**config.mk**
```make
export PLATFORM = sky130hd
export DESIGN_NAME = fx2_ep6_transmitter
export DESIGN_NICKNAME = d
export VERILOG_FILES = /design/src/rtl/fx2_pkg.sv /design/src/rtl/fx2_ep6_transmitter_rr_arbiter_4.sv /design/src/rtl/fx2_ep6_transmitter.sv
export SDC_FILE = /design/constraint.sdc
export NUM_CORES = 1
export LEC_CHECK = 0
export CAP_MARGIN = 40
export CORE_MARGIN = 2
export CORE_UTILIZATION = 36
export DETAILED_ROUTE_END_ITERATION = 10
export GPL_TIMING_DRIVEN = 0
export PLACE_DENSITY = 0.68
export SETUP_SLACK_MARGIN = 0.2
export SYNTH_ARGS = -nofsm -noshare
export SYNTH_HDL_FRONTEND = slang
export SYNTH_SLANG_ARGS = --single-unit
```
**constraint.sdc**
```tcl
create_clock -name clk -period 4.65 [get_ports clk]
set_clock_uncertainty 0.2 [all_clocks]
set_input_delay 1.1625 -clock clk [delete_from_list [all_inputs] [get_ports clk]]
set_output_delay 1.1625 -clock clk [all_outputs]
set_load 0.03 [all_outputs]
```
**src/rtl/fx2_pkg.sv**
```systemverilog
// Shared FX2 slave-FIFO definitions: pin addresses, header tag,
// EP6 transmit state encoding and the burst-length clamp.
package fx2_pkg;

  localparam logic [1:0] FX2_ADDR_EP2 = 2'b00;
  localparam logic [1:0] FX2_ADDR_EP6 = 2'b10;
  localparam logic [3:0] EP6_HDR_TAG  = 4'hA;

  typedef enum logic [2:0] {
    IDLE,
    SEL,
    HDR0,
    HDR1,
    DATA
  } ep6_state_e;

  function automatic logic [7:0] clamp_len(
    input logic [31:0] cnt,
    input logic [31:0] max_burst
  );
    logic [31:0] len;
    len = (cnt > max_burst) ? max_burst : cnt;
    return len[7:0];
  endfunction

endpackage

```
**src/rtl/fx2_ep6_transmitter_rr_arbiter_4.sv**
```systemverilog
// Four-way round-robin pick: first requester at or after ptr,
// wrapping past port 3 back to port 0.
module rr_arbiter_4 (
  input  logic [3:0] req,
  input  logic [1:0] ptr,
  output logic [1:0] grant_idx,
  output logic       any
);

  logic [1:0] idx0;
  logic [1:0] idx1;
  logic [1:0] idx2;
  logic [1:0] idx3;

  assign idx0 = ptr;
  assign idx1 = ptr + 2'd1;
  assign idx2 = ptr + 2'd2;
  assign idx3 = ptr + 2'd3;
  assign any  = |req;

  always_comb begin
    grant_idx = ptr;
    priority case (1'b1)
      req[idx0]: grant_idx = idx0;
      req[idx1]: grant_idx = idx1;
      req[idx2]: grant_idx = idx2;
      req[idx3]: grant_idx = idx3;
      default:   grant_idx = ptr;
    endcase
  end

endmodule

```
**src/rtl/fx2_ep6_transmitter.sv**
```systemverilog
// EP6 IN path: drains four tracking FIFOs round-robin and frames each
// burst as [A0|port][len][data] onto the shared FX2 slave-FIFO pins.
module fx2_ep6_transmitter
  import fx2_pkg::*;
#(
  parameter int MAX_BURST = 64,
  parameter int COUNT_W   = 11
) (
  input  logic               clk,
  input  logic               reset,
  input  logic [31:0]        ep6_port_datas,
  input  logic [4*COUNT_W-1:0] ep6_port_counts,
  output logic [3:0]         ep6_port_read,
  output logic               tx_request,
  input  logic               tx_grant,
  output logic [1:0]         usb_addr,
  output logic [7:0]         usb_data_in,
  output logic               usb_slwr,
  input  logic               usb_ep6_full
);

  ep6_state_e state;

  logic [1:0] rr_ptr;
  logic [1:0] port;
  logic [7:0] len;
  logic [7:0] remain;

  logic [3:0]         nonzero;
  logic [1:0]         arb_idx;
  logic               arb_any;
  logic [COUNT_W-1:0] sel_count;
  logic [7:0]         sel_len;
  logic [7:0]         head_byte;
  logic               in_pkt;
  logic               wr_ok;

  always_comb begin
    nonzero = '0;
    for (int p = 0; p < 4; p++) begin
      nonzero[p] = |ep6_port_counts[COUNT_W*p +: COUNT_W];
    end
  end

  rr_arbiter_4 u_arb (
    .req       (nonzero),
    .ptr       (rr_ptr),
    .grant_idx (arb_idx),
    .any       (arb_any)
  );

  always_comb begin
    sel_count = ep6_port_counts[0 +: COUNT_W];
    for (int p = 0; p < 4; p++) begin
      if (arb_idx == 2'(p)) begin
        sel_count = ep6_port_counts[COUNT_W*p +: COUNT_W];
      end
    end
  end

  assign sel_len = clamp_len(32'(sel_count), 32'(MAX_BURST));

  always_comb begin
    head_byte = ep6_port_datas[7:0];
    for (int p = 0; p < 4; p++) begin
      if (port == 2'(p)) begin
        head_byte = ep6_port_datas[8*p +: 8];
      end
    end
  end

  assign in_pkt   = (state == HDR0) || (state == HDR1) || (state == DATA);
  assign wr_ok    = tx_grant & ~usb_ep6_full & in_pkt;
  assign usb_slwr = ~wr_ok;

  // FWFT heads change only on a pop, so the mux holds through a stall
  always_comb begin
    usb_data_in = 8'h00;
    unique case (state)
      HDR0:    usb_data_in = {EP6_HDR_TAG, 2'b00, port};
      HDR1:    usb_data_in = len;
      DATA:    usb_data_in = head_byte;
      default: usb_data_in = 8'h00;
    endcase
  end

  always_comb begin
    ep6_port_read = '0;
    if (state == DATA && wr_ok) begin
      ep6_port_read[port] = 1'b1;
    end
  end

  always_ff @(posedge clk or negedge reset) begin
    if (!reset) begin
      state      <= IDLE;
      rr_ptr     <= 2'd0;
      port       <= 2'd0;
      len        <= 8'd0;
      remain     <= 8'd0;
      tx_request <= 1'b0;
      usb_addr   <= FX2_ADDR_EP2;
    end else begin
      unique case (state)
        IDLE: begin
          if (arb_any) state <= SEL;
        end
        SEL: begin
          if (arb_any) begin
            port       <= arb_idx;
            len        <= sel_len;
            remain     <= sel_len;
            tx_request <= 1'b1;
            usb_addr   <= FX2_ADDR_EP6;
            state      <= HDR0;
          end else begin
            state <= IDLE;
          end
        end
        HDR0: begin
          if (wr_ok) state <= HDR1;
        end
        HDR1: begin
          if (wr_ok) state <= DATA;
        end
        DATA: begin
          if (wr_ok) begin
            remain <= remain - 8'd1;
            if (remain == 8'd1) begin
              state      <= IDLE;
              tx_request <= 1'b0;
              usb_addr   <= FX2_ADDR_EP2;
              rr_ptr     <= port + 2'd1;
            end
          end
        end
        default: state <= IDLE;
      endcase
    end
  end

endmodule

```
==> tab_implementation.tex, run 1 <==
\begin{tabular}{lr}
\hline
Metric & Value \\
\hline
\multicolumn{2}{l}{\textbf{Critical path}} \\
\quad R2R Path Start & rr\_ptr[1] \\
\quad Count of cells along the worst register-to-register path & 9 \\
\quad Critical Path End Type & output pin \\
\quad Worst path most repeated cell & sky130\_fd\_sc\_hd\_\_clkdlybuf4s50\_1 \\
\quad Crit path DAT & 2.96 ns \\
\quad Worst setup SP type & input port \\
\quad Endpoint of the lowest-slack register-to-register path & remain[2] \\
\quad Register-to-Register Setup Slack & 2.26 ns \\
\quad Top delay family on crit path & buffers and inverters \\
\quad Worst path slowest cell & sky130\_fd\_sc\_hd\_\_clkdlybuf4s50\_1 \\
\quad Maximum fanout along the worst path & 8 \\
\quad Number of buffers and inverters on the critical path & 2 \\
\quad Kind of critical path & in2out \\
\quad Endpoint required time on the critical path & 3.29 ns \\
\quad Worst stage delay on the critical path & 0.67 ns \\
\quad CP Cell Sequence & clkdlybuf4s50\_1 > nand2b\_1 > nor2\_4 > and2\_1 > clkdlybuf4s50\_1 \\
\multicolumn{2}{l}{\textbf{Global routing}} \\
\quad Via count of the first global-routing pass & 2199 \\
\quad Global-route usage over all layers & 0.195 \\
\quad Wire length of the first global-routing pass & around 10000 µm \\
\quad Largest net degree at the start of global routing & 18 \\
\quad Initial antenna violation count & 0 \\
\quad Leftover overflow at the end of global routing & 0 \\
\multicolumn{2}{l}{\textbf{Clocking}} \\
\quad Number of buffers on the longest clock path & 2 \\
\quad TritonCTS clock tree & done \\
\quad Worst skew pair latency & 0.27 ns \\
\quad CTS buffer count & 3 \\
\quad H-tree level count & 1 \\
\quad Total clock sinks & 24 \\
\quad Clock tree root driver cell & sky130\_fd\_sc\_hd\_\_clkbuf\_8 \\
\quad \# hold bufs at CTS & 0 \\
\quad Number of buffers added for setup after CTS & 0 \\
\quad Clock transition at the registers of the reported paths & $\sim$0.090 ns \\
\multicolumn{2}{l}{\textbf{Synthesis}} \\
\quad Number of cells produced by synthesis & 261 \\
\quad Synth cell types & 46 \\
\quad Synth async-reset ratio & 1.00 \\
\quad Number of synthesized register bits & 24 \\
\quad Commonest register cell after synthesis & sky130\_fd\_sc\_hd\_\_dfrtp\_1 \\
\quad Fraction of the yosys area taken by sequential cells & 0.290 \\
\quad Synth Area per Inst & roughly 7.9 µm² \\
\quad Combined area of all synthesized cells & 2070 µm² \\
\quad Post-Syn Nets & 347 \\
\quad Number of enable-type register cells in the synthesized netlist & 0 \\
\quad Number of warnings reported in the yosys synthesis log & 0 \\
\multicolumn{2}{l}{\textbf{Run}} \\
\quad Number of maximum-capacitance constraint violations & 0 \\
\multicolumn{2}{l}{\textbf{Final layout}} \\
\quad Layout cell share with drive strength beyond 1 & 0.0639 \\
\quad Most common cell after layout, fill and taps aside & sky130\_fd\_sc\_hd\_\_clkdlybuf4s50\_1 \\
\quad Final core area utilization & 0.579 \\
\quad Final cell count without fillers & 432 \\
\quad Net count, final & 447 \\
\quad Count of inserted antenna diode cells & 0 \\
\quad Total of fill cells in the finished design & 554 \\
\quad Relative area change from synthesis to final layout & 55.0\% \\
\quad Most frequent cells in the layout & 94 x sky130\_fd\_sc\_hd\_\_clkdlybuf4s50\_1, 37 x sky130\_fd\_sc\_hd\_\_nor2\_1, 31 x sky130\_fd\_sc\_hd\_\_nand2\_1 \\
\multicolumn{2}{l}{\textbf{Timing}} \\
\quad Rel. slew slack & 0.614 \\
\quad Maximum frequency from static timing analysis & 0.231 GHz \\
\quad Post-route worst setup slack & 0.328 ns \\
\quad Endpoints failing hold & 0 \\
\quad Unrepaired setup endpoints after global routing & false \\
\quad Post-route worst hold slack & 0.284 ns \\
\quad Final worst-path cycle share & 0.930 \\
\quad Fin crit period & about 4.3 ns \\
\quad Final slew viol count & 0 \\
\quad Total setup violations reported at the end of the flow & 0 \\
\quad Setup TNS after final layout & 0 ns \\
\quad Tightest Pin Transition & 0.579 ns \\
\multicolumn{2}{l}{\textbf{Pwr}} \\
\quad Part of the total power dissipated in combinational logic & 0.570 \\
\quad Leakage power & 0.00125 µW \\
\quad Internal power component & 666 µW \\
\quad Sequential group share of total power & 0.271 \\
\quad Clock share of power & 0.159 \\
\quad Worst VDD drop & 187 µV \\
\quad Switching part of the total power & 0.426 \\
\quad Total power per unit cell area & $\sim$360 nW/µm² \\
\quad Power dissipated by switching net loads & 493 µW \\
\multicolumn{2}{l}{\textbf{Floorplanning}} \\
\quad Core region area & 5540 µm² \\
\quad Standard-cell row count & 27 \\
\quad Overall die height & 79.8 µm \\
\quad Die X & 79.8 µm \\
\quad Initial Util & 0.373 \\
\quad Total die area & 6370 µm² \\
\quad Num ports & 96 \\
\multicolumn{2}{l}{\textbf{Route}} \\
\quad Routed len/inst & roughly 14 µm \\
\quad Length of the first detailed-routing pass in iterations & 5 \\
\quad Count of unresolved DRC violations after routing & 0 \\
\quad Final ANT Viol Nets & 0 \\
\quad Met2 routed WL & just under 3000 µm \\
\quad Post-DR vias/cell & 5.20 \\
\quad Via total after detailed routing & 2247 \\
\quad Detailed-route wire length & about 6100 µm \\
\quad DRT iter0 DRCs & 159 \\
\quad Uppermost routed layer & met4 \\
\quad Post-Route M1 WL & 2530 µm \\
\quad Met3 WL & approximately 480 µm \\
\multicolumn{2}{l}{\textbf{Min path}} \\
\quad Path class of the lowest-slack min-delay path & reg2reg \\
\quad Worst Hold Depth & 2 \\
\quad Terminating pin of the worst hold path & len[2] \\
\quad Worst Hold Launch & len[2] \\
\multicolumn{2}{l}{\textbf{Place}} \\
\quad Weighted congestion at the end of routability-driven global placement & between 0.8 and 0.9 \\
\quad Post-placement setup slack & between 0.07 and 0.08 ns \\
\quad Instance count after placement with tap cells included & 428 \\
\quad Count of input and output buffers & 94 \\
\quad Post-detailed-placement half-perimeter wirelength & 5050 µm \\
\multicolumn{2}{l}{\textbf{Outcome}} \\
\quad Outcome & finished, final reports clean \\
\hline
\end{tabular}
==> cells in the mapped netlist (4+ instances only) <==
cell type                  instances  area, µm²
sky130_fd_sc_hd__and2_1            6       37.5
sky130_fd_sc_hd__a21oi_1          27        135
sky130_fd_sc_hd__or4_1             5       37.5
sky130_fd_sc_hd__o21ai_0          12       60.1
sky130_fd_sc_hd__nor3_1            4       20.0
sky130_fd_sc_hd__nand2_1          31        116
sky130_fd_sc_hd__mux2i_1          29        290
sky130_fd_sc_hd__dfrtp_1          24        601
sky130_fd_sc_hd__inv_1            10       37.5
sky130_fd_sc_hd__ha_1              6       75.1
sky130_fd_sc_hd__nor2_1           38        143
sky130_fd_sc_hd__nor4_1            5       31.3
sky130_fd_sc_hd__nand3_1           6       30.0
sky130_fd_sc_hd__o22ai_1           8       50.1
sky130_fd_sc_hd__clkbuf_1          8       30.0
sky130_fd_sc_hd__buf_4             4       30.0
==> layout make-up <==
type,count,area (µm²),share of cell area
clock inverters,1,30.0,0.00937
plain buffers,14,70.1,0.0219
flip-flops and latches,24,601,0.187
inverters,10,37.5,0.0117
repair buffers,95,968,0.302
multi-input cells,213,1370,0.427
well taps,72,90.1,0.0281
clock buffers,3,41.3,0.0129
==> flip-flops by register name (all words and copies together) (netlist names) <==
signal and count:
port 2, usb_addr 1, state 3, remain 8
len 8, rr_ptr 2
==> how the worst max path moves through the flow <==
stage,from,end,cells past startpoint
floorplan,ep6_port_counts[29],remain[4],8
global placement,usb_ep6_full,ep6_port_read[3],5
detailed placement,usb_ep6_full,ep6_port_read[3],5
CTS,usb_ep6_full,ep6_port_read[3],5
global route,ep6_port_datas[13],usb_data_in[5],8
finish,usb_ep6_full,ep6_port_read[3],5
==> tightest hold or removal path: stages (launching register included) <==
cell and delay [ns]:
sky130_fd_sc_hd__dfrtp_1 0.35, sky130_fd_sc_hd__nand2_1 0.05, sky130_fd_sc_hd__nand2_1 0.05
==> power groups by stage <==
stage	Combinational (µW)	Clock, µW	Sequential (µW)
5_1_grt	739	194	323
3_3_place_gp	645	0	315
4_1_cts	660	187	313
2_1_floorplan	444	0	303
6_report	660	184	314
3_5_place_dp	655	0	317
==> what timing repair did <==
action                                  in CTS  in global routing
hold endpoints to repair                     0                  0
resized for setup                            1                  1
endpoints found under the setup margin       4                  4
==> per-layer routing <==
| layer | vias up | global-route usage |
|---|---|---|
| met3 | 7 | 0.0294 |
| met2 | 104 | 0.350 |
| met1 | 1001 | 0.241 |
| met5 | - | 0 |
| met4 | 0 | 0.0542 |
| li1 | 1135 | - |
==> metrics by stage <==
| step | power (µW) | cell area (µm²) |
|---|---|---|
| detailed placement | 972 | 3130 |
| global placement | 960 | 3100 |
| floorplan | 748 | 2070 |
| finish | 1160 | 3210 |
| CTS | 1160 | 3200 |
| global route | 1260 | 3210 |
==> cells by family (layout without fill, tap and decap cells) <==
| kind of cell | after synthesis | count (layout) | share of synthesized area |
|---|---|---|---|
| xor+xnor | 2 | 2 | 0.00847 |
| simple gates | 111 | 111 | 0.267 |
| fa+ha+maj | 6 | 6 | 0.0363 |
| other cells | 1 | 1 | 0.00181 |
| compound gates | 61 | 61 | 0.181 |
| flops | 24 | 24 | 0.290 |
| buf+inv | 24 | 123 | 0.0520 |
| mux | 32 | 32 | 0.162 |
Power figures use the tool's default switching activity.
==> run 2, diff against run 1 <==
--- a/config.mk
+++ b/config.mk
@@ -7,9 +7,12 @@
 export LEC_CHECK = 0
 export CAP_MARGIN = 40
+export CELL_PAD_IN_SITES_DETAIL_PLACEMENT = 0
+export CELL_PAD_IN_SITES_GLOBAL_PLACEMENT = 2
 export CORE_MARGIN = 2
-export CORE_UTILIZATION = 36
+export CORE_UTILIZATION = 24
 export DETAILED_ROUTE_END_ITERATION = 10
 export GPL_TIMING_DRIVEN = 0
-export PLACE_DENSITY = 0.68
+export MAX_ROUTING_LAYER = met4
+export PLACE_DENSITY = 0.83
 export SETUP_SLACK_MARGIN = 0.2
 export SYNTH_ARGS = -nofsm -noshare
--- a/constraint.sdc
+++ b/constraint.sdc
@@ -3,3 +3,3 @@
 set_input_delay 1.1625 -clock clk [delete_from_list [all_inputs] [get_ports clk]]
 set_output_delay 1.1625 -clock clk [all_outputs]
-set_load 0.03 [all_outputs]
+set_load 0.02 [all_outputs]
==> run 2 against run 1 <==
Effect of this change: critical path depth unchanged; combinational power shrank 2%; clock power is 2% higher; power shrank 1.1%; cell area rose by 1.3%; sequential power about the same; global-route usage down 5.3 points; critical path type unchanged; largest power group unchanged.
==> tab_implementation.tex, run 2 (synthesis gave the netlist of run 1 again) <==
\begin{tabular}{lr}
\hline
Metric & Value \\
\hline
\multicolumn{2}{l}{\textbf{Timing}} \\
\quad Maximum frequency from static timing analysis & 0.232 GHz (+0.48\%) \\
\quad Tightest Pin Transition & 0.588 ns (+0.00830 ns) \\
\quad Unrepaired setup endpoints after global routing & false \\
\quad Setup TNS after final layout & 0 ns (unchanged) \\
\quad Rel. slew slack & 0.605 (-0.00915) \\
\quad Endpoints failing hold & 0 (unchanged) \\
\quad Final slew viol count & 0 (unchanged) \\
\quad Fin crit period & 4.30 ns (-0.0208 ns) \\
\quad Post-route worst setup slack & 0.348 ns (+0.0208 ns) \\
\quad Total setup violations reported at the end of the flow & 0 (unchanged) \\
\quad Final worst-path cycle share & 0.925 (-0.00447) \\
\multicolumn{2}{l}{\textbf{Floorplanning}} \\
\quad Total die area & 9380 µm² (+47\%) \\
\quad Num ports & 96 (unchanged) \\
\quad Initial Util & 0.249 (-0.124) \\
\quad Die X & 96.8 µm (+21\%) \\
\quad Standard-cell row count & 33 (+22\%) \\
\quad Core region area & 8300 µm² (+50\%) \\
\quad Overall die height & 96.8 µm (+21\%) \\
\multicolumn{2}{l}{\textbf{Clocking}} \\
\quad Clock transition at the registers of the reported paths & 0.08 ns (about the same) \\
\quad Number of buffers added for setup after CTS & 0 (unchanged) \\
\quad Clock tree root driver cell & sky130\_fd\_sc\_hd\_\_clkbuf\_8 \\
\quad H-tree level count & 1 (unchanged) \\
\quad Number of buffers on the longest clock path & 2 (unchanged) \\
\quad Worst skew pair latency & 0.28 ns (about the same) \\
\quad TritonCTS clock tree & done \\
\quad Total clock sinks & 24 (unchanged) \\
\quad CTS buffer count & 3 (unchanged) \\
\multicolumn{2}{l}{\textbf{Final layout}} \\
\quad Total of fill cells in the finished design & 864 (+56\%) \\
\quad Relative area change from synthesis to final layout & 57.0\% \\
\quad Most common cell after layout, fill and taps aside & sky130\_fd\_sc\_hd\_\_clkdlybuf4s50\_1 \\
\quad Most frequent cells in the layout & 94 x sky130\_fd\_sc\_hd\_\_clkdlybuf4s50\_1, 37 x sky130\_fd\_sc\_hd\_\_nor2\_1, 31 x sky130\_fd\_sc\_hd\_\_nand2\_1 \\
\quad Count of inserted antenna diode cells & 0 (unchanged) \\
\quad Multi-input combinational cell area & 1370 µm² (unchanged) \\
\quad Layout Cell Area excl Fill & 3250 µm² (+1.3\%) \\
\quad Net count, final & 447 (unchanged) \\
\quad Layout cell share with drive strength beyond 1 & 0.0639 (unchanged) \\
\quad Regs by FF count & len: 8 flops, remain: 8 flops, state: 3 flops \\
\quad Register area & 601 µm² (unchanged) \\
\multicolumn{2}{l}{\textbf{Route}} \\
\quad Uppermost routed layer & met4 \\
\quad Final ANT Viol Nets & 0 (unchanged) \\
\quad DRT iter0 DRCs & 100 (-37\%) \\
\quad Detailed-route wire length & 6580 µm (+8.6\%) \\
\quad Met2 routed WL & 3100 µm (+4.4\%) \\
\quad Count of unresolved DRC violations after routing & 0 (unchanged) \\
\quad Met3 WL & 310 µm (-36\%) \\
\quad Post-DR vias/cell & 4.88 (-6.1\%) \\
\quad Length of the first detailed-routing pass in iterations & 4 (-1) \\
\quad Via total after detailed routing & 2271 (+1.1\%) \\
\quad Post-Route M1 WL & 3120 µm (+23\%) \\
\quad Routed len/inst & 14.2 µm (+0.90\%) \\
\multicolumn{2}{l}{\textbf{Pwr}} \\
\quad Total power per unit cell area & 353 nW/µm² (-2.4\%) \\
\quad Leakage power & 0.00125 µW (unchanged) \\
\quad Worst VDD drop & 160 µV (-15\%) \\
\multicolumn{2}{l}{\textbf{Critical path}} \\
\quad Worst setup SP type & input port \\
\quad Critical Path End Type & output pin \\
\quad Endpoint required time on the critical path & 3.29 ns (about the same) \\
\quad CP Cell Sequence & clkdlybuf4s50\_1 > nand2b\_1 > nor2\_4 > and2\_1 > clkdlybuf4s50\_1 \\
\quad Maximum fanout along the worst path & 8 (unchanged) \\
\quad Worst path slowest cell & sky130\_fd\_sc\_hd\_\_clkdlybuf4s50\_1 \\
\quad Crit path DAT & 2.94 ns (-0.02 ns) \\
\quad Worst path most repeated cell & sky130\_fd\_sc\_hd\_\_clkdlybuf4s50\_1 \\
\quad Kind of critical path & in2out \\
\quad Worst stage delay on the critical path & 0.60 ns (-0.07 ns) \\
\multicolumn{2}{l}{\textbf{Place}} \\
\quad Count of input and output buffers & 94 (unchanged) \\
\quad Post-detailed-placement half-perimeter wirelength & 5540 µm (+9.6\%) \\
\quad Post-placement setup slack & 0.0519 ns (-0.0211 ns) \\
\quad Placed Instance Area & 3170 µm² (+1.3\%) \\
\quad Weighted congestion at the end of routability-driven global placement & 0.879 (+4.4\%) \\
\multicolumn{2}{l}{\textbf{Min path}} \\
\quad Path class of the lowest-slack min-delay path & reg2reg \\
\multicolumn{2}{l}{\textbf{Global routing}} \\
\quad Wire length of the first global-routing pass & 10800 µm (+8.1\%) \\
\quad Via count of the first global-routing pass & 2246 (+2.1\%) \\
\quad Global-route usage over all layers & 0.142 (-0.0530) \\
\quad Leftover overflow at the end of global routing & 0 (unchanged) \\
\quad Largest net degree at the start of global routing & 17 (-1) \\
\quad Initial antenna violation count & 0 (unchanged) \\
\multicolumn{2}{l}{\textbf{Run}} \\
\quad Number of maximum-capacitance constraint violations & 0 (unchanged) \\
\multicolumn{2}{l}{\textbf{Outcome}} \\
\quad Outcome & finished, final reports clean \\
\hline
\end{tabular}
[run 2: repair_timing]
| action | CTS | global route |
|---|---|---|
| hold endpoints to repair | 0 | 0 |
| hold buffers | 0 | 0 |
| gates resized for setup | 1 | 1 |
| endpoints found under the setup margin | 4 | 4 |
[run 2: metal layers]
layer  track usage  vias to the layer above
met5             -                        -
met4        0.0293                        0
met3        0.0166                        4
met2         0.242                       87
met1         0.182                     1040
li1              -                     1140
[run 2: layout make-up]
cell class / count / area share
Clock inverter: 1 / 0.00925
Sequential cell: 24 / 0.185
Multi-Input combinational cell: 213 / 0.421
Inverter: 10 / 0.0116
Clock buffer: 3 / 0.0127
Buffer: 14 / 0.0216
Tap cell: 105 / 0.0405
Timing Repair Buffer: 95 / 0.298
[run 2: per-stage QoR]
step / util / total power (µW) / hold WS [ns] / cells
2_1_floorplan: - / 726 / 0.246 / 261
3_3_place_gp: 0.378 / 955 / 0.261 / 460
3_5_place_dp: 0.382 / 963 / 0.268 / 461
4_1_cts: 0.391 / 1150 / 0.289 / 465
5_1_grt: 0.391 / 1240 / 0.299 / 465
6_report: 0.391 / 1150 / 0.284 / 465
[run 2: path summary, 6_finish.rpt]
check,end,startpoint,cells after the start,slack (ns)
worst max-delay path,ep6_port_read[3],usb_ep6_full,5,0.35
worst min-delay path,len[0],len[0],2,0.28
worst max register to register,remain[2],rr_ptr[1],10,2.25
worst min register to register,len[0],len[0],2,0.28
max in group asynchronous,usb_addr[1],reset,2,2.74
min in group asynchronous,remain[3],reset,1,1.03
[run 2: critical path: cells and delay by family]
kind	cells	cell delay, ns
buf+inv	2	1.02
simple gates	3	0.75
[run 2: where the power goes]
group	internal [µW]	switching [µW]
sequential	260	53.5
clock	115	72.7
combinational	292	353
